<file path="src/rtl/systolic_feeder_pkg.sv">
// systolic_feeder_pkg
// Shared types and helpers for the systolic west-edge feeder.
//   feeder_state_e   : control FSM states (idle / issuing reads / draining last wavefront)
//   lane_tag_t       : lane index carried alongside each outstanding buffer read
//   wf_bounds_t      : first/last active lane of one skewed wavefront
//   wavefront_bounds : active lane range of wavefront k for an M x M operand
package systolic_feeder_pkg;

  typedef enum logic [1:0] {
    StIdle,
    StRun,
    StDrain
  } feeder_state_e;

  localparam int unsigned LaneTagWidth = 8;

  typedef logic [LaneTagWidth-1:0] lane_tag_t;

  typedef struct packed {
    lane_tag_t first;
    lane_tag_t last;
  } wf_bounds_t;

  // Wavefront k covers lanes i with 0 <= k-i < m, i.e. max(0, k-m+1) .. min(k, m-1).
  function automatic wf_bounds_t wavefront_bounds(input int unsigned k, input int unsigned m);
    wf_bounds_t b;
    b.first = (k >= m) ? lane_tag_t'(k - m + 1) : '0;
    b.last  = (k < m) ? lane_tag_t'(k) : lane_tag_t'(m - 1);
    return b;
  endfunction

endpackage

</file>
<file path="src/rtl/wavefront_addr_gen.sv">
// wavefront_addr_gen
// Walks the skewed wavefront schedule of an M x M operand and produces one buffer
// address per active lane, ascending lane order within each wavefront.
// Ports:
//   clk, rst_flush   : clock, synchronous active-high reset
//   i_load           : latch base / M / transpose and restart at wavefront 0, lane 0
//   i_base, i_m      : address of element (0,0) and runtime matrix size
//   i_transpose      : 1 = column-major addressing (base + c*M + r)
//   i_advance        : the current address was issued this cycle
//   o_addr, o_lane   : address and lane of the current element
//   o_last_elem      : current element is the last of its wavefront
//   o_final          : current element is the last read of the whole matrix
module wavefront_addr_gen
  import systolic_feeder_pkg::*;
#(
  parameter int unsigned ADDR_WIDTH = 8,
  parameter int unsigned LANES      = 8
) (
  input  logic                        clk,
  input  logic                        rst_flush,
  input  logic                        i_load,
  input  logic [ADDR_WIDTH-1:0]       i_base,
  input  logic [$clog2(LANES):0]      i_m,
  input  logic                        i_transpose,
  input  logic                        i_advance,
  output logic [ADDR_WIDTH-1:0]       o_addr,
  output lane_tag_t                   o_lane,
  output logic                        o_last_elem,
  output logic                        o_final
);

  localparam int unsigned MW = $clog2(LANES) + 1;
  localparam int unsigned KW = $clog2(2 * LANES);

  logic [ADDR_WIDTH-1:0] r_base;
  logic [MW-1:0]         r_m;
  logic                  r_transpose;
  logic [KW-1:0]         r_k;
  lane_tag_t             r_lane;

  wf_bounds_t            w_cur;
  wf_bounds_t            w_nxt;
  logic [ADDR_WIDTH-1:0] w_row;
  logic [ADDR_WIDTH-1:0] w_col;
  logic [ADDR_WIDTH-1:0] w_mw;
  logic                  w_unused_bounds;

  always_comb begin
    w_cur = wavefront_bounds(32'(r_k), 32'(r_m));
    w_nxt = wavefront_bounds(32'(r_k) + 32'd1, 32'(r_m));
  end

  assign w_unused_bounds = ^{w_cur.first, w_nxt.last};

  // Row/column of the current element; arithmetic is modulo 2^ADDR_WIDTH so the
  // address wraps silently past the top of the buffer.
  assign w_row = ADDR_WIDTH'(r_lane);
  assign w_col = ADDR_WIDTH'(r_k) - w_row;
  assign w_mw  = ADDR_WIDTH'(r_m);

  assign o_addr      = r_transpose ? (r_base + w_col * w_mw + w_row)
                                   : (r_base + w_row * w_mw + w_col);
  assign o_lane      = r_lane;
  assign o_last_elem = (r_lane == w_cur.last);
  assign o_final     = o_last_elem && ((32'(r_k) + 32'd2) == (32'(r_m) << 1));

  always_ff @(posedge clk) begin
    if (rst_flush) begin
      r_base      <= '0;
      r_m         <= '0;
      r_transpose <= 1'b0;
      r_k         <= '0;
      r_lane      <= '0;
    end else if (i_load) begin
      r_base      <= i_base;
      r_m         <= i_m;
      r_transpose <= i_transpose;
      r_k         <= '0;
      r_lane      <= '0;
    end else if (i_advance) begin
      if (o_last_elem) begin
        r_k    <= r_k + KW'(1);
        r_lane <= w_nxt.first;
      end else begin
        r_lane <= r_lane + lane_tag_t'(1);
      end
    end
  end

endmodule

</file>
<file path="src/rtl/systolic_wavefront_feeder.sv">
// systolic_wavefront_feeder
// West-edge feeder: reads an M x M operand (1 <= M <= LANES) through a 1-cycle-latency
// read port and presents 2M-1 skewed diagonal wavefronts on LANES west ports under
// valid/ready. Wavefront k, lane i carries A[i][k-i] when 0 <= k-i < M, else 0.
// Optional feature macro: FEEDER_TRANSPOSE_EN adds transpose_in (column-major addressing).
// Ports:
//   clk, rst_flush        : clock, synchronous active-high reset / flush
//   start                 : launch, sampled only when idle
//   base_addr_in          : address of element (0,0), sampled at start
//   matrix_width_in       : M, sampled at start; 0 or > LANES is rejected (cfg_err)
//   transpose_in          : (FEEDER_TRANSPOSE_EN only) column-major select, sampled at start
//   rd_en, rd_addr        : buffer read strobe / address
//   rd_data               : read data, valid the cycle after rd_en
//   west_ports, out_valid : wavefront output, lane i at [i*DATA_WIDTH +: DATA_WIDTH]
//   out_ready             : array accepts the presented wavefront
//   busy                  : not idle
//   done                  : one-cycle pulse when the final wavefront is accepted
//   cfg_err               : one-cycle pulse on a rejected start
module systolic_wavefront_feeder
  import systolic_feeder_pkg::*;
#(
  parameter int unsigned DATA_WIDTH = 32,
  parameter int unsigned ADDR_WIDTH = 8,
  parameter int unsigned LANES      = 8
) (
  input  logic                        clk,
  input  logic                        rst_flush,
  input  logic                        start,
  input  logic [ADDR_WIDTH-1:0]       base_addr_in,
  input  logic [$clog2(LANES):0]      matrix_width_in,
`ifdef FEEDER_TRANSPOSE_EN
  input  logic                        transpose_in,
`endif
  output logic                        rd_en,
  output logic [ADDR_WIDTH-1:0]       rd_addr,
  input  logic [DATA_WIDTH-1:0]       rd_data,
  output logic [LANES*DATA_WIDTH-1:0] west_ports,
  output logic                        out_valid,
  input  logic                        out_ready,
  output logic                        busy,
  output logic                        done,
  output logic                        cfg_err
);

  feeder_state_e                     r_state;
  logic                              r_pipe_valid;
  logic                              r_pipe_last;
  lane_tag_t                         r_pipe_lane;
  logic [LANES-1:0][DATA_WIDTH-1:0]  r_shadow;
  logic                              r_shadow_full;
  logic [LANES-1:0][DATA_WIDTH-1:0]  r_west;
  logic                              r_out_valid;
  logic                              r_done;
  logic                              r_cfg_err;

  logic                              w_transpose;
  logic                              w_m_ok;
  logic                              w_load;
  logic                              w_stall;
  logic                              w_issue;
  logic                              w_accept;
  logic                              w_out_free;
  logic [ADDR_WIDTH-1:0]             w_addr;
  lane_tag_t                         w_lane;
  logic                              w_last_elem;
  logic                              w_final;
  logic [LANES-1:0][DATA_WIDTH-1:0]  w_merged;

`ifdef FEEDER_TRANSPOSE_EN
  assign w_transpose = transpose_in;
`else
  assign w_transpose = 1'b0;
`endif

  assign w_m_ok     = (matrix_width_in != '0) && (32'(matrix_width_in) <= LANES);
  assign w_load     = (r_state == StIdle) && start && w_m_ok;
  // Hold issue while a wavefront's closing read is outstanding (gives the one-cycle
  // bubble) and while a completed wavefront is parked in the shadow.
  assign w_stall    = (r_pipe_valid && r_pipe_last) || r_shadow_full;
  assign w_issue    = (r_state == StRun) && !w_stall;
  assign w_accept   = r_out_valid && out_ready;
  assign w_out_free = !r_out_valid || out_ready;

  wavefront_addr_gen #(
    .ADDR_WIDTH (ADDR_WIDTH),
    .LANES      (LANES)
  ) u_addr_gen (
    .clk         (clk),
    .rst_flush   (rst_flush),
    .i_load      (w_load),
    .i_base      (base_addr_in),
    .i_m         (matrix_width_in),
    .i_transpose (w_transpose),
    .i_advance   (w_issue),
    .o_addr      (w_addr),
    .o_lane      (w_lane),
    .o_last_elem (w_last_elem),
    .o_final     (w_final)
  );

  // Shadow with the returning element dropped into its tagged lane.
  always_comb begin
    w_merged = r_shadow;
    for (int i = 0; i < int'(LANES); i++) begin
      if (r_pipe_lane == lane_tag_t'(i)) begin
        w_merged[i] = rd_data;
      end
    end
  end

  always_ff @(posedge clk) begin
    if (rst_flush) begin
      r_state       <= StIdle;
      r_pipe_valid  <= 1'b0;
      r_pipe_last   <= 1'b0;
      r_pipe_lane   <= '0;
      r_shadow      <= '0;
      r_shadow_full <= 1'b0;
      r_west        <= '0;
      r_out_valid   <= 1'b0;
      r_done        <= 1'b0;
      r_cfg_err     <= 1'b0;
    end else begin
      r_done    <= 1'b0;
      r_cfg_err <= 1'b0;

      r_pipe_valid <= w_issue;
      r_pipe_last  <= w_issue && w_last_elem;
      r_pipe_lane  <= w_lane;

      if (w_accept) begin
        r_out_valid <= 1'b0;
      end

      if (r_pipe_valid) begin
        if (r_pipe_last && w_out_free) begin
          r_west      <= w_merged;
          r_out_valid <= 1'b1;
          r_shadow    <= '0;
        end else begin
          r_shadow <= w_merged;
          if (r_pipe_last) begin
            r_shadow_full <= 1'b1;
          end
        end
      end else if (r_shadow_full && w_out_free) begin
        r_west        <= r_shadow;
        r_out_valid   <= 1'b1;
        r_shadow      <= '0;
        r_shadow_full <= 1'b0;
      end

      unique case (r_state)
        StIdle: begin
          if (start) begin
            if (w_m_ok) begin
              r_state <= StRun;
            end else begin
              r_cfg_err <= 1'b1;
            end
          end
        end
        StRun: begin
          if (w_issue && w_final) begin
            r_state <= StDrain;
          end
        end
        StDrain: begin
          // Nothing in flight or parked: the presented wavefront is the final one.
          if (!r_pipe_valid && !r_shadow_full && w_accept) begin
            r_state <= StIdle;
            r_done  <= 1'b1;
          end
        end
        default: r_state <= StIdle;
      endcase
    end
  end

  assign rd_en      = w_issue;
  assign rd_addr    = w_issue ? w_addr : '0;
  assign west_ports = r_west;
  assign out_valid  = r_out_valid;
  assign busy       = (r_state != StIdle);
  assign done       = r_done;
  assign cfg_err    = r_cfg_err;

endmodule

</file>
<file path="config.mk">
export PLATFORM = sky130hd
export DESIGN_NAME = systolic_wavefront_feeder
export DESIGN_NICKNAME = d
export VERILOG_FILES = /design/src/rtl/systolic_feeder_pkg.sv /design/src/rtl/wavefront_addr_gen.sv /design/src/rtl/systolic_wavefront_feeder.sv
export SDC_FILE = /design/constraint.sdc
export NUM_CORES = 1
export LEC_CHECK = 0
export BUFFER_PORTS_ARGS = -buffer_cell sky130_fd_sc_hd__buf_2
export CORE_MARGIN = 2
export CORE_UTILIZATION = 54
export CTS_CLUSTER_DIAMETER = 200
export CTS_CLUSTER_SIZE = 16
export DETAILED_ROUTE_END_ITERATION = 6
export GPL_TIMING_DRIVEN = 0
export MAX_ROUTING_LAYER = met4
export PLACE_DENSITY = 0.83
export SYNTH_ARGS = -nofsm -noshare
export SYNTH_HDL_FRONTEND = slang
export SYNTH_HIERARCHICAL = 1
export SYNTH_SLANG_ARGS = --single-unit
</file>
<file path="constraint.sdc">
create_clock -name clk -period 5.4 [get_ports clk]
set_input_delay 1.08 -clock clk [delete_from_list [all_inputs] [get_ports clk]]
set_output_delay 1.08 -clock clk [all_outputs]
set_load 0.01 [all_outputs]
</file>
==> impl_results.md <==
- Final Max Tran Viols: 0
- Least-Margin Pin Slew: 1159 ps
- Ys flop type: dfxtp_1
- Max Cap Violations: 0
- Placer Congestion: 1.044
- Clock Tree Buf Depth: 3
- Syn-to-layout area delta: 13.92%
- Die area: 53930 sq um
- CP Data Required Time: 4320 ps
- I/O Pins: 317
- Vias: 30530
- Largest net degree at the start of global routing: 17
- Row Count: 83
- Crit path arrival time: 5340 ps
- Iter 0 DRT Violations: 4789
- Vias in the first global route: 27830
- Cell Area, Placed: 30490 sq um
- Met2 WL: 48.45 mm
- RSZ-0062 raised after global routing: yes
- Setup ws final: -1020 ps
- Failing checks: DRC, setup timing
- Mean Syn Cell Area: 7.764 sq um
- Register bit count reported by yosys: 553
- Die W: 232.2 microns
- Critical Path Fanout Max: 8
- Endpoints failing setup: 5
- Post-layout min period: 6420 ps
- Root cell of the clock tree: clkbuf_16
- Final ANT Viol Nets: 0
- Clock-pin slew on the worst setup and hold paths: 80 ps
- Setup CP Type: reg2out
- Gr ovfl total: 0
- Worst hold slack: 468.5 ps
- Clock Latency Late Sink: 610 ps
- Total iterations of the first detailed-routing run: 7
- Drc violations: 3
- CTS Buf Count: 40
- R2R depth: 13
- CTS tree: done
- Cell count after synthesis: 3623
- Clock Skew: 20.65 ps
- Worst hold stages: 1
- Total GRT Usage: 0.4144
- Layout cells sized above 1: 0.1345
- Netlist cell types: 66
- Initial antenna violation count: 7
- Worst Hold Class: reg2reg
- Hold buffers post-CTS: 0
- Height of the die: 232.2 microns
- Num Clock Sinks: 553
- Final hold viol count: 0
- Vias per cell: 6.538
- DR WL/cell: 24.37 microns
- Starting Density: 0.5472
- Async set-or-reset flop fraction in the synthesized netlist: 0
- CP startpoint kind: flip-flop
- Post-Synthesis Cell Area: 28130 sq um
- Synth warnings: 6
- Core Region: 51410 sq um
- Cell area power density: 247.0 nW/um^2
- Final nets: 4110
- Syn Nets: 3751
- Post-DP HPWL: 79.94 mm
- Final worst path period share: 1.189
- Status: finished with violations
- First-pass GRT wire length: 165.4 mm
- Design area: 32050 sq um
- Final wirelength: 113.8 mm
- Number of synthesized flops with an enable pin: 0
- Slew HR: 0.2245
- Max frequency: 155.8 MHz
- Highest routed layer: met4
- CTS H-tree lvls: 2
- Port buffer count: 284
- VDD IR-drop max: 0.0002170 V
- Worst Setup End Kind: output port
- Routed wl met3: 16.03 mm
- Met1 WL: 39.97 mm
- Seq/Total Area, Yosys: 0.3936
- Leakage: 10.74 nW
==> sequential cells by signal (all words and copies together), names as in the netlist <==
name,count
r_shadow,256
west_ports,256
r_pipe_lane,8
u_addr_gen/o_lane,8
u_addr_gen/r_base,8
u_addr_gen/r_k,4
u_addr_gen/r_m,4
r_state,2
cfg_err,1
done,1
out_valid,1
r_pipe_last,1
r_pipe_valid,1
r_shadow_full,1
u_addr_gen/r_transpose,1
==> repair_timing <==
item | 4_1_cts | 5_1_grt
setup buffers | 22 | 11
resized for setup | 48 | 16
endpoints found under the setup margin | 5 | 5
pin swaps | 34 | 47
==> worst paths after layout <==
kind                        start              to  slack, ps
max          u_addr_gen/o_lane[3]      rd_addr[7]      -1020
min          u_addr_gen/o_lane[4]  r_pipe_lane[4]        470
max reg2reg     u_addr_gen/r_m[1]      r_state[1]       1120
min reg2reg  u_addr_gen/o_lane[4]  r_pipe_lane[4]        470
==> synth_stat cells (5+ instances only) <==
cell	instances	area (sq um)
nand2_1	873	3277
dfxtp_1	553	11070
nor2_1	313	1175
clkbuf_1	307	1152
a311oi_1	256	2242
a21oi_1	251	1256
nand3_1	123	615.6
and2_1	111	694.4
a31oi_1	102	638.1
nand4_1	98	613.1
a32oi_1	97	849.6
buf_2	78	390.4
inv_1	74	277.8
a221oi_1	64	560.5
fa_1	41	820.8
ha_1	39	488.0
xnor2_1	34	297.8
buf_1	24	90.09
mux2i_1	15	150.1
nor2b_1	15	93.84
o21ai_0	13	65.06
xor2_1	13	113.9
buf_6	11	123.9
nor3_1	11	55.05
a21o_1	8	60.06
nand2b_1	8	50.05
a2111oi_4	7	192.7
and3_1	7	43.79
nand3b_1	6	45.04
mux2_2	5	56.30
nor3_2	5	50.05
==> power by group <==
| group | switching (mW) | internal, mW | total (mW) |
|---|---|---|---|
| registers | 0.0243 | 4.10 | 4.12 |
| logic | 0.642 | 0.272 | 0.914 |
| clock network | 1.53 | 1.36 | 2.88 |
| total | 2.19 | 5.72 | 7.92 |
==> metrics by stage <==
step	worst slack, ps	util	power (mW)	TNS, ps	std cells
final	-1020	0.6234	7.916	-3315	4670
after CTS	-938.9	0.6207	7.791	-2989	4654
after global placement	-607.2	0.5929	4.989	-1080	4587
after floorplan	-22.78	-	4.712	-22.78	3623
after detailed placement	-614.7	0.5930	4.999	-1101	4588
after global routing	-1174	0.6234	8.056	-3885	4670
==> layout by cell type, fill, tap and decap left out, types with 64 or more instances in the layout <==
cell	instances
a31oi_1	102
a221oi_1	64
nand3_1	123
a21oi_1	244
nand2_1	872
a311oi_1	256
a32oi_1	97
and2_1	110
dfxtp_1	548
nor2_1	309
buf_2	360
clkbuf_1	305
inv_1	64
nand4_1	98
==> cell type report <==
cell class,instances,area (sq um)
clock inverters,3,26.28
clock buffers,41,1026
inverters,76,302.8
flip-flops and latches,553,11090
well taps,680,850.8
multi-input cells,2572,15260
fillers,4503,19360
plain buffers,421,1777
diodes,6,15.01
repair buffers,318,1705
==> metal layers <==
layer  vias to the layer above  global-route usage
met3                       599              0.1299
li1                      13470                   -
met1                     14170              0.4816
met2                      2292              0.6138
met4                         0              0.2752
met5                         -                   -
==> logic make-up after synthesis <==
family | Yosys count | share of synthesized area
simple gates | 1601 | 0.2485
compound gates | 822 | 0.2154
flops | 553 | 0.3936
buf+inv | 498 | 0.07313
fa+ha+maj | 80 | 0.04653
xor+xnor | 48 | 0.01543
mux | 20 | 0.007339
other cells | 1 | 0.0001333
==> worst max-delay path, cell delays in order, from the launching register on <==
cell and delay (ps):
dfxtp_1 380, buf_6 170, clkinvlp_4 150, ha_4 330, nor2b_2 230, o211ai_1 170
nand2_2 160, xnor2_4 150, nand2_1 110, fa_1 580, fa_1 440, fa_2 350
xor2_1 160, xnor2_1 140, xnor2_1 200, xnor2_1 160, xnor3_1 340, xnor2_1 170
a21oi_1 80, and2_4 150, buf_6 110
(Power assumes the default switching activity.)
